$ cat src/rtl/uart_tx_fifo_pkg.sv
// Shared types for the buffered UART transmit path: byte width and the
// handshake controller state encoding used by uart_tx_fifo.
package uart_tx_fifo_pkg;

    localparam int BYTE_W = 8;

    typedef enum logic [1:0] {
        IDLE      = 2'd0,
        START     = 2'd1,
        WAIT_BUSY = 2'd2,
        WAIT_DONE = 2'd3
    } tx_state_e;

endpackage

$ cat src/rtl/uart_sync_fifo.sv
// Circular byte FIFO with explicit occupancy count, sticky overflow flag and
// a registered read port. Optional flush input when UART_TX_FIFO_FLUSH_EN is defined.
module uart_sync_fifo
    import uart_tx_fifo_pkg::*;
#(
    parameter int DEPTH = 16
) (
    input  logic                     clk,
    input  logic                     srst,
`ifdef UART_TX_FIFO_FLUSH_EN
    input  logic                     flush,
`endif
    input  logic [BYTE_W-1:0]        wr_data,
    input  logic                     wr_en,
    input  logic                     pop,
    input  logic                     clr_overflow,
    output logic [BYTE_W-1:0]        rd_data,
    output logic                     full,
    output logic                     empty,
    output logic [$clog2(DEPTH):0]   count,
    output logic                     overflow
);

    localparam int AW = $clog2(DEPTH);
    localparam int CW = AW + 1;
    localparam logic [CW-1:0] COUNT_FULL = CW'(DEPTH);

    logic [BYTE_W-1:0] mem [DEPTH];
    logic [BYTE_W-1:0] rd_data_q;
    logic [AW-1:0]     wr_ptr_q, wr_ptr_d;
    logic [AW-1:0]     rd_ptr_q, rd_ptr_d;
    logic [CW-1:0]     count_q, count_d;
    logic              overflow_q, overflow_d;
    logic              flush_req;
    logic              wr_ok;
    logic              pop_ok;

`ifdef UART_TX_FIFO_FLUSH_EN
    assign flush_req = flush;
`else
    assign flush_req = 1'b0;
`endif

    assign full  = (count_q == COUNT_FULL);
    assign empty = (count_q == '0);

    // Acceptance is decided by the occupancy at this edge; a concurrent pop
    // does not free a slot for the same cycle's write.
    assign wr_ok  = wr_en && !full && !flush_req;
    assign pop_ok = pop && !empty && !flush_req;

    always_comb begin
        wr_ptr_d   = wr_ptr_q;
        rd_ptr_d   = rd_ptr_q;
        count_d    = count_q;
        overflow_d = overflow_q;

        if (wr_ok) begin
            wr_ptr_d = wr_ptr_q + 1'b1;
        end
        if (pop_ok) begin
            rd_ptr_d = rd_ptr_q + 1'b1;
        end

        case ({wr_ok, pop_ok})
            2'b10:   count_d = count_q + 1'b1;
            2'b01:   count_d = count_q - 1'b1;
            default: count_d = count_q;
        endcase

        if (wr_en && full && !flush_req) begin
            overflow_d = 1'b1;
        end
        if (clr_overflow) begin
            overflow_d = 1'b0;
        end

        if (flush_req) begin
            wr_ptr_d = '0;
            rd_ptr_d = '0;
            count_d  = '0;
        end
    end

    always_ff @(posedge clk) begin
        if (srst) begin
            wr_ptr_q   <= '0;
            rd_ptr_q   <= '0;
            count_q    <= '0;
            overflow_q <= 1'b0;
        end else begin
            wr_ptr_q   <= wr_ptr_d;
            rd_ptr_q   <= rd_ptr_d;
            count_q    <= count_d;
            overflow_q <= overflow_d;
        end
    end

    // Storage has no reset so it can map onto block RAM.
    always_ff @(posedge clk) begin
        if (wr_ok) begin
            mem[wr_ptr_q] <= wr_data;
        end
    end

    // Registered read doubles as the transmit data holding register.
    always_ff @(posedge clk) begin
        if (srst) begin
            rd_data_q <= '0;
        end else if (pop_ok) begin
            rd_data_q <= mem[rd_ptr_q];
        end
    end

    assign rd_data  = rd_data_q;
    assign count    = count_q;
    assign overflow = overflow_q;

endmodule

$ cat src/rtl/uart_tx_fifo.sv
// Byte-buffered UART transmit feeder: FIFO plus TxBegin/TxBusy handshake
// controller. Define UART_TX_FIFO_FLUSH_EN to add the Flush input.
module uart_tx_fifo
    import uart_tx_fifo_pkg::*;
#(
    parameter int DEPTH     = 16,
    parameter int BUSY_WAIT = 8
) (
    input  logic                     CLK,
    input  logic                     RST,
`ifdef UART_TX_FIFO_FLUSH_EN
    input  logic                     Flush,
`endif
    input  logic [BYTE_W-1:0]        WrData,
    input  logic                     WrEn,
    output logic                     Full,
    output logic                     Empty,
    output logic [$clog2(DEPTH):0]   Count,
    output logic                     Overflow,
    input  logic                     ClearOverflow,
    output logic                     TxBegin,
    output logic [BYTE_W-1:0]        TxData,
    input  logic                     TxBusy
);

    localparam int WW = $clog2(BUSY_WAIT + 1);
    localparam logic [WW-1:0] WAIT_LIMIT = WW'(BUSY_WAIT);

    tx_state_e     state_q;
    logic          tx_begin_q;
    logic [WW-1:0] wait_cnt_q;
    logic [WW-1:0] wait_cnt_inc;
    logic          fifo_empty;
    logic          fifo_pop;
    logic          flush_req;

`ifdef UART_TX_FIFO_FLUSH_EN
    assign flush_req = Flush;
`else
    assign flush_req = 1'b0;
`endif

    // A launch pops the FIFO; the popped byte lands in the read register,
    // which is exactly what TxData shows from the START cycle onward.
    assign fifo_pop     = (state_q == IDLE) && !fifo_empty && !flush_req;
    assign wait_cnt_inc = wait_cnt_q + 1'b1;

    uart_sync_fifo #(
        .DEPTH(DEPTH)
    ) u_fifo (
        .clk          (CLK),
        .srst         (RST),
`ifdef UART_TX_FIFO_FLUSH_EN
        .flush        (Flush),
`endif
        .wr_data      (WrData),
        .wr_en        (WrEn),
        .pop          (fifo_pop),
        .clr_overflow (ClearOverflow),
        .rd_data      (TxData),
        .full         (Full),
        .empty        (fifo_empty),
        .count        (Count),
        .overflow     (Overflow)
    );

    always_ff @(posedge CLK) begin
        if (RST) begin
            state_q    <= IDLE;
            tx_begin_q <= 1'b0;
            wait_cnt_q <= '0;
        end else begin
            tx_begin_q <= 1'b0;
            case (state_q)
                IDLE: begin
                    if (fifo_pop) begin
                        state_q    <= START;
                        tx_begin_q <= 1'b1;
                    end
                end
                START: begin
                    state_q    <= WAIT_BUSY;
                    wait_cnt_q <= '0;
                end
                WAIT_BUSY: begin
                    if (TxBusy) begin
                        state_q <= WAIT_DONE;
                    end else begin
                        // Transmitter never acknowledged: drop the byte, no retry.
                        wait_cnt_q <= wait_cnt_inc;
                        if (wait_cnt_inc == WAIT_LIMIT) begin
                            state_q <= IDLE;
                        end
                    end
                end
                WAIT_DONE: begin
                    if (!TxBusy) begin
                        state_q <= IDLE;
                    end
                end
                default: state_q <= IDLE;
            endcase
        end
    end

    assign TxBegin = tx_begin_q;
    assign Empty   = fifo_empty;

endmodule
$ cat config.mk
export PLATFORM = sky130hd
export DESIGN_NAME = uart_tx_fifo
export DESIGN_NICKNAME = d
export VERILOG_FILES = /design/src/rtl/uart_tx_fifo_pkg.sv /design/src/rtl/uart_sync_fifo.sv /design/src/rtl/uart_tx_fifo.sv
export SDC_FILE = /design/constraint.sdc
export NUM_CORES = 1
export LEC_CHECK = 0
export ABC_AREA = 1
export CORE_UTILIZATION = 60
export DETAILED_ROUTE_END_ITERATION = 10
export HOLD_SLACK_MARGIN = 0.03
export PLACE_DENSITY_LB_ADDON = 0.08
export SYNTH_ARGS = -nofsm -noshare
export SYNTH_HDL_FRONTEND = slang
export SYNTH_SLANG_ARGS = --single-unit
export TNS_END_PERCENT = 100
$ cat constraint.sdc
create_clock -name CLK -period 2.89 [get_ports CLK]
set_clock_uncertainty 0.2 [all_clocks]
set_input_delay 0.289 -clock CLK [delete_from_list [all_inputs] [get_ports CLK]]
set_output_delay 0.289 -clock CLK [all_outputs]
set_load 0.02 [all_outputs]
==> run summary <==
The count of buffers from port buffering came out at 29. Combinational family with the most area after synthesis: simple AND/OR/NAND/NOR gates. The final count of hold timing violations is 0. After detailed routing, the total wire length is 15.1 mm.

The critical path is of the flop to flop type. The synthesized netlist devotes 23.4% of its cell area to simple gates. The initial utilization of the core area, before any placement, comes to 62.8%.

The tools report the number of global-route vias before repair as 4860. The startpoint identified for the worst register-to-register timing path is u_fifo.count[0]$_SDFFE_PP0P_. Dividing the detail-routed wire length by the instance count gives 16.6 um. The run gives 0 as the initial antenna violation count. Yosys attributes the largest share of cell area to sky130_fd_sc_hd__edfxtp_1 (55%), sky130_fd_sc_hd__nand2_1 (13%), sky130_fd_sc_hd__dfxtp_1 (8.4%).

For the worst slew slack as a fraction of its limit, the log shows 45.1%. On the critical path the largest part of the delay comes from simple AND/OR/NAND/NOR gates. In this run the cell area of the synthesized design comes to 6930 sq um. By instance count, the leading cell after synthesis is sky130_fd_sc_hd__nand2_1. Measured against the total synthesized area, the mux share comes to 0%. The run gives 0 as the max-slew violation total from the final report. Data on the critical path arrives at its endpoint at 2.78 ns. Across the VDD grid, the largest voltage drop is 0.809 mV. STA classifies the critical path endpoint as a flop. The smallest clock period supported by the final layout is computed as 2.63 ns. The tools report the iteration-0 DRC count of the detailed router as 356.

The layout overhead on the synthesized area is 13.6%, and the pin count of the biggest net entering global routing is 67. The final route contains 4905 vias. Adding up every negative setup slack in the final design gives 0 ns. The filler-free cell count of the finished design was 909; the global-route wire length before repair was 24.0 mm. After synthesis, flip-flops and latches occupy 63.8% of the total area.

After Yosys synthesis, full adders, half adders and majority gates account for 1.81% of the synthesized area. After filler insertion, the fill cell instance count of the layout stands at 868. The largest total area in the synthesized netlist belongs to sky130_fd_sc_hd__edfxtp_1.

Power spread over the standard cell area amounts to 884 nW/um^2. Global routing finished with a remaining overflow of 0. Synthesis produced 725 cells. For the number of levels the H-tree was split into, the log shows 4. TritonCTS built the clock tree. The critical path contains buffers and inverters numbering 2 combined.

The floorplan step defined a die boundary enclosing 12000 sq um. CTS saw 157 sinks. In this run, CTS created clock tree buffers numbering 17. The signal on the critical path passes through nor2_1 -> nand3_1 -> nand2_2 -> inv_2 -> ha_1 -> xor2_1 -> ha_1 -> inv_1 -> nand2_1 -> nand3_1 -> nand2_1 -> nand2_1 -> nand2_1 -> nand2_1 -> a21oi_1. Max-cap violations in this run came to 0.

After layout, the worst path uses 91.0% of the clock period. For this run, the detailed router's first-pass iteration total came to 5. The run finished with clean final reports.

The number of placed instances with taps included is 879, and the y dimension of the die is 109 um. For the worst-skew pair, the clock arrives at the later sink with an insertion delay of 0.42 ns. Synthesis inferred 157 register bits. For this design the top-level I/O count stands at 30. The largest fanout on the critical path is 21, and the final core area utilization is 71.4%. Summed over its instances, the top area cell type makes up 55.5% of the synthesized netlist area. The run gives 3.04 ns as the critical path required time. The clock-pin slew on the worst setup and hold paths was 0.06 ns; the compound-gate portion of the synthesized area was 2.20%.

The floorplan step set the die width to 109 um. At the pin with the least slew margin, the transition time is 0.821 ns. The initialized floorplan defines 38 standard-cell rows. The fraction of registers with async set/reset was 0%; the largest incremental delay on the critical path was 0.42 ns. In the routed layout, each cell is associated on average with a via count of 5.40. In this run, distinct cell masters in the synthesized netlist total 26. The tools report the final-report setup violation count as 0. Derived from the worst setup path, the maximum achievable clock frequency is 380 MHz. The clock passes through at most 2 buffers. After the last flow step, the layout net total stands at 781.

The run gives 0 as the number of hold buffers added after cts. The critical path starts at u_fifo.count[0]$_SDFFE_PP0P_. Summing the areas of all xor and xnor instances in the mapped netlist gives 0.758% of the synthesized area. The post-route netlist has 6.11% of its cells at a drive strength greater than 1. Counting stages on the worst path, the most repeated cell is sky130_fd_sc_hd__nand2_1. Hold timing on the final database bottoms out at a slack of 0.211 ns.

The number of gates resized after CTS was 0. Setup repair after global routing left no endpoint under its margin. During synthesis, Yosys emitted a total of 0 warnings.

The leakage component of the power is 0.00339 uW. Counting every net in the synthesized netlist gives 748. The count of nets left with antenna violations once routing finished came out at 0.

The floorplan step defined a core boundary enclosing 11000 sq um. In this run the post-CTS setup repair buffer count came out at 0. On the critical path, the stage with the largest delay is an instance of sky130_fd_sc_hd__dfxtp_1.

For this run, the total global-route usage over all layers was measured as 28.2%. For this run, the leading register cell type out of synthesis is sky130_fd_sc_hd__edfxtp_1. Clock tree synthesis selected as its root buffer the cell sky130_fd_sc_hd__clkbuf_16. Startpoint kind of the worst setup timing path: a flop. The tools report the worst hold path startpoint as ClearOverflow. The number of inserted diodes came out at 0. The final estimated routing congestion in global placement is 0.872.

In the synthesized netlist, the cells that appear most often are sky130_fd_sc_hd__nand2_1 (239), sky130_fd_sc_hd__edfxtp_1 (128), sky130_fd_sc_hd__nand3_1 (101). The synthesized design contains 128 enable-type register cells. The number of remaining DRC errors is 0. The worst hold path belongs to the class input pin to flop. After legalization and detailed placement, the total HPWL measured 10.0 mm.

Each instance of the synthesized netlist takes up on average 9.56 sq um.
==> logic make-up after synthesis <==
| kind of cell | after synthesis |
|---|---|
| fa+ha+maj | 10 |
| flops | 157 |
| compound gates | 29 |
| simple gates | 393 |
| xor+xnor | 6 |
| buf+inv | 130 |
==> stage by stage <==
step | setup slack (ns) | total power [uW] | instance area, sq um
floorplan | 0.552 | 4370 | 6930
global placement | 0.435 | 4900 | 7340
detailed placement | 0.312 | 4950 | 7340
CTS | 0.286 | 6990 | 7870
global route | 0.00122 | 7370 | 7870
finish | 0.260 | 6960 | 7870
==> final timing paths <==
kind | endpoint | slack, ns | depth (start not counted)
setup reg to reg | u_fifo.count[4]$_SDFFE_PP0P_ | 0.26 | 15
setup / recovery | u_fifo.count[4]$_SDFFE_PP0P_ | 0.26 | 15
hold reg to reg | wait_cnt_q[1]$_SDFFE_PP0P_ | 0.28 | 2
hold / removal | u_fifo.overflow$_SDFFE_PP0P_ | 0.21 | 2
==> layer usage <==
| layer | up-vias | part of all wire [%] | GRT usage [%] |
|---|---|---|---|
| li1 | 2402 | - | - |
| met1 | 2272 | 42 | 35.6 |
| met2 | 197 | 49 | 46.1 |
| met3 | 34 | 6.3 | 6.76 |
| met4 | 0 | 2.6 | 13.1 |
| met5 | - | 0 | 0 |
==> state kept, by name, summed over array words and instances (netlist names) <==
signal	cells
u_fifo.rd_ptr_q	4
state_q	2
u_fifo.count	5
u_fifo.overflow	1
u_fifo.rd_data	8
TxBegin	1
u_fifo.wr_ptr_q	4
u_fifo.mem	128
wait_cnt_q	4
==> cells in the final DEF, fill, tap and decap left out <==
cell type,netlist,layout
sky130_fd_sc_hd__buf_12,0,1
sky130_fd_sc_hd__inv_2,2,2
sky130_fd_sc_hd__nand2_2,3,3
sky130_fd_sc_hd__dfxtp_1,29,28
sky130_fd_sc_hd__clkdlybuf4s50_1,0,29
sky130_fd_sc_hd__clkinv_1,2,6
sky130_fd_sc_hd__clkbuf_16,0,17
sky130_fd_sc_hd__a21boi_0,1,1
sky130_fd_sc_hd__a21oi_1,16,16
sky130_fd_sc_hd__bufinv_16,0,2
sky130_fd_sc_hd__buf_4,9,13
sky130_fd_sc_hd__clkinv_2,0,6
sky130_fd_sc_hd__o21ai_0,10,10
sky130_fd_sc_hd__clkbuf_1,4,1
sky130_fd_sc_hd__nand3_1,101,101
sky130_fd_sc_hd__nand2_1,239,239
sky130_fd_sc_hd__nand3b_1,1,1
sky130_fd_sc_hd__o21bai_1,1,1
sky130_fd_sc_hd__inv_1,97,97
sky130_fd_sc_hd__ha_1,10,10
sky130_fd_sc_hd__dfxtp_2,0,1
sky130_fd_sc_hd__nor2_1,45,45
sky130_fd_sc_hd__o21a_1,1,1
sky130_fd_sc_hd__edfxtp_1,128,128
sky130_fd_sc_hd__nor3_1,1,1
sky130_fd_sc_hd__or2_2,2,2
sky130_fd_sc_hd__xor2_1,5,5
sky130_fd_sc_hd__and3_1,1,1
sky130_fd_sc_hd__xnor2_1,1,1
==> cell type report <==
class | count | area, sq um | area share (%)
clock buffer | 18 | 429 | 5.45
clock inverter | 12 | 105 | 1.33
inverter | 101 | 379 | 4.81
multi-input combinational | 438 | 1950 | 24.8
sequential | 157 | 4430 | 56.2
tap | 140 | 175 | 2.22
timing repair buffer | 43 | 408 | 5.18
==> where the power goes <==
group          leakage, uW  internal, uW  switching, uW  total [uW]
clock network     0.000269          1240            793        2030
registers          0.00140          2600           94.5        2700
logic              0.00173           740           1490        2230
total              0.00339          4580           2380        6960
(Power assumes the default switching activity.)
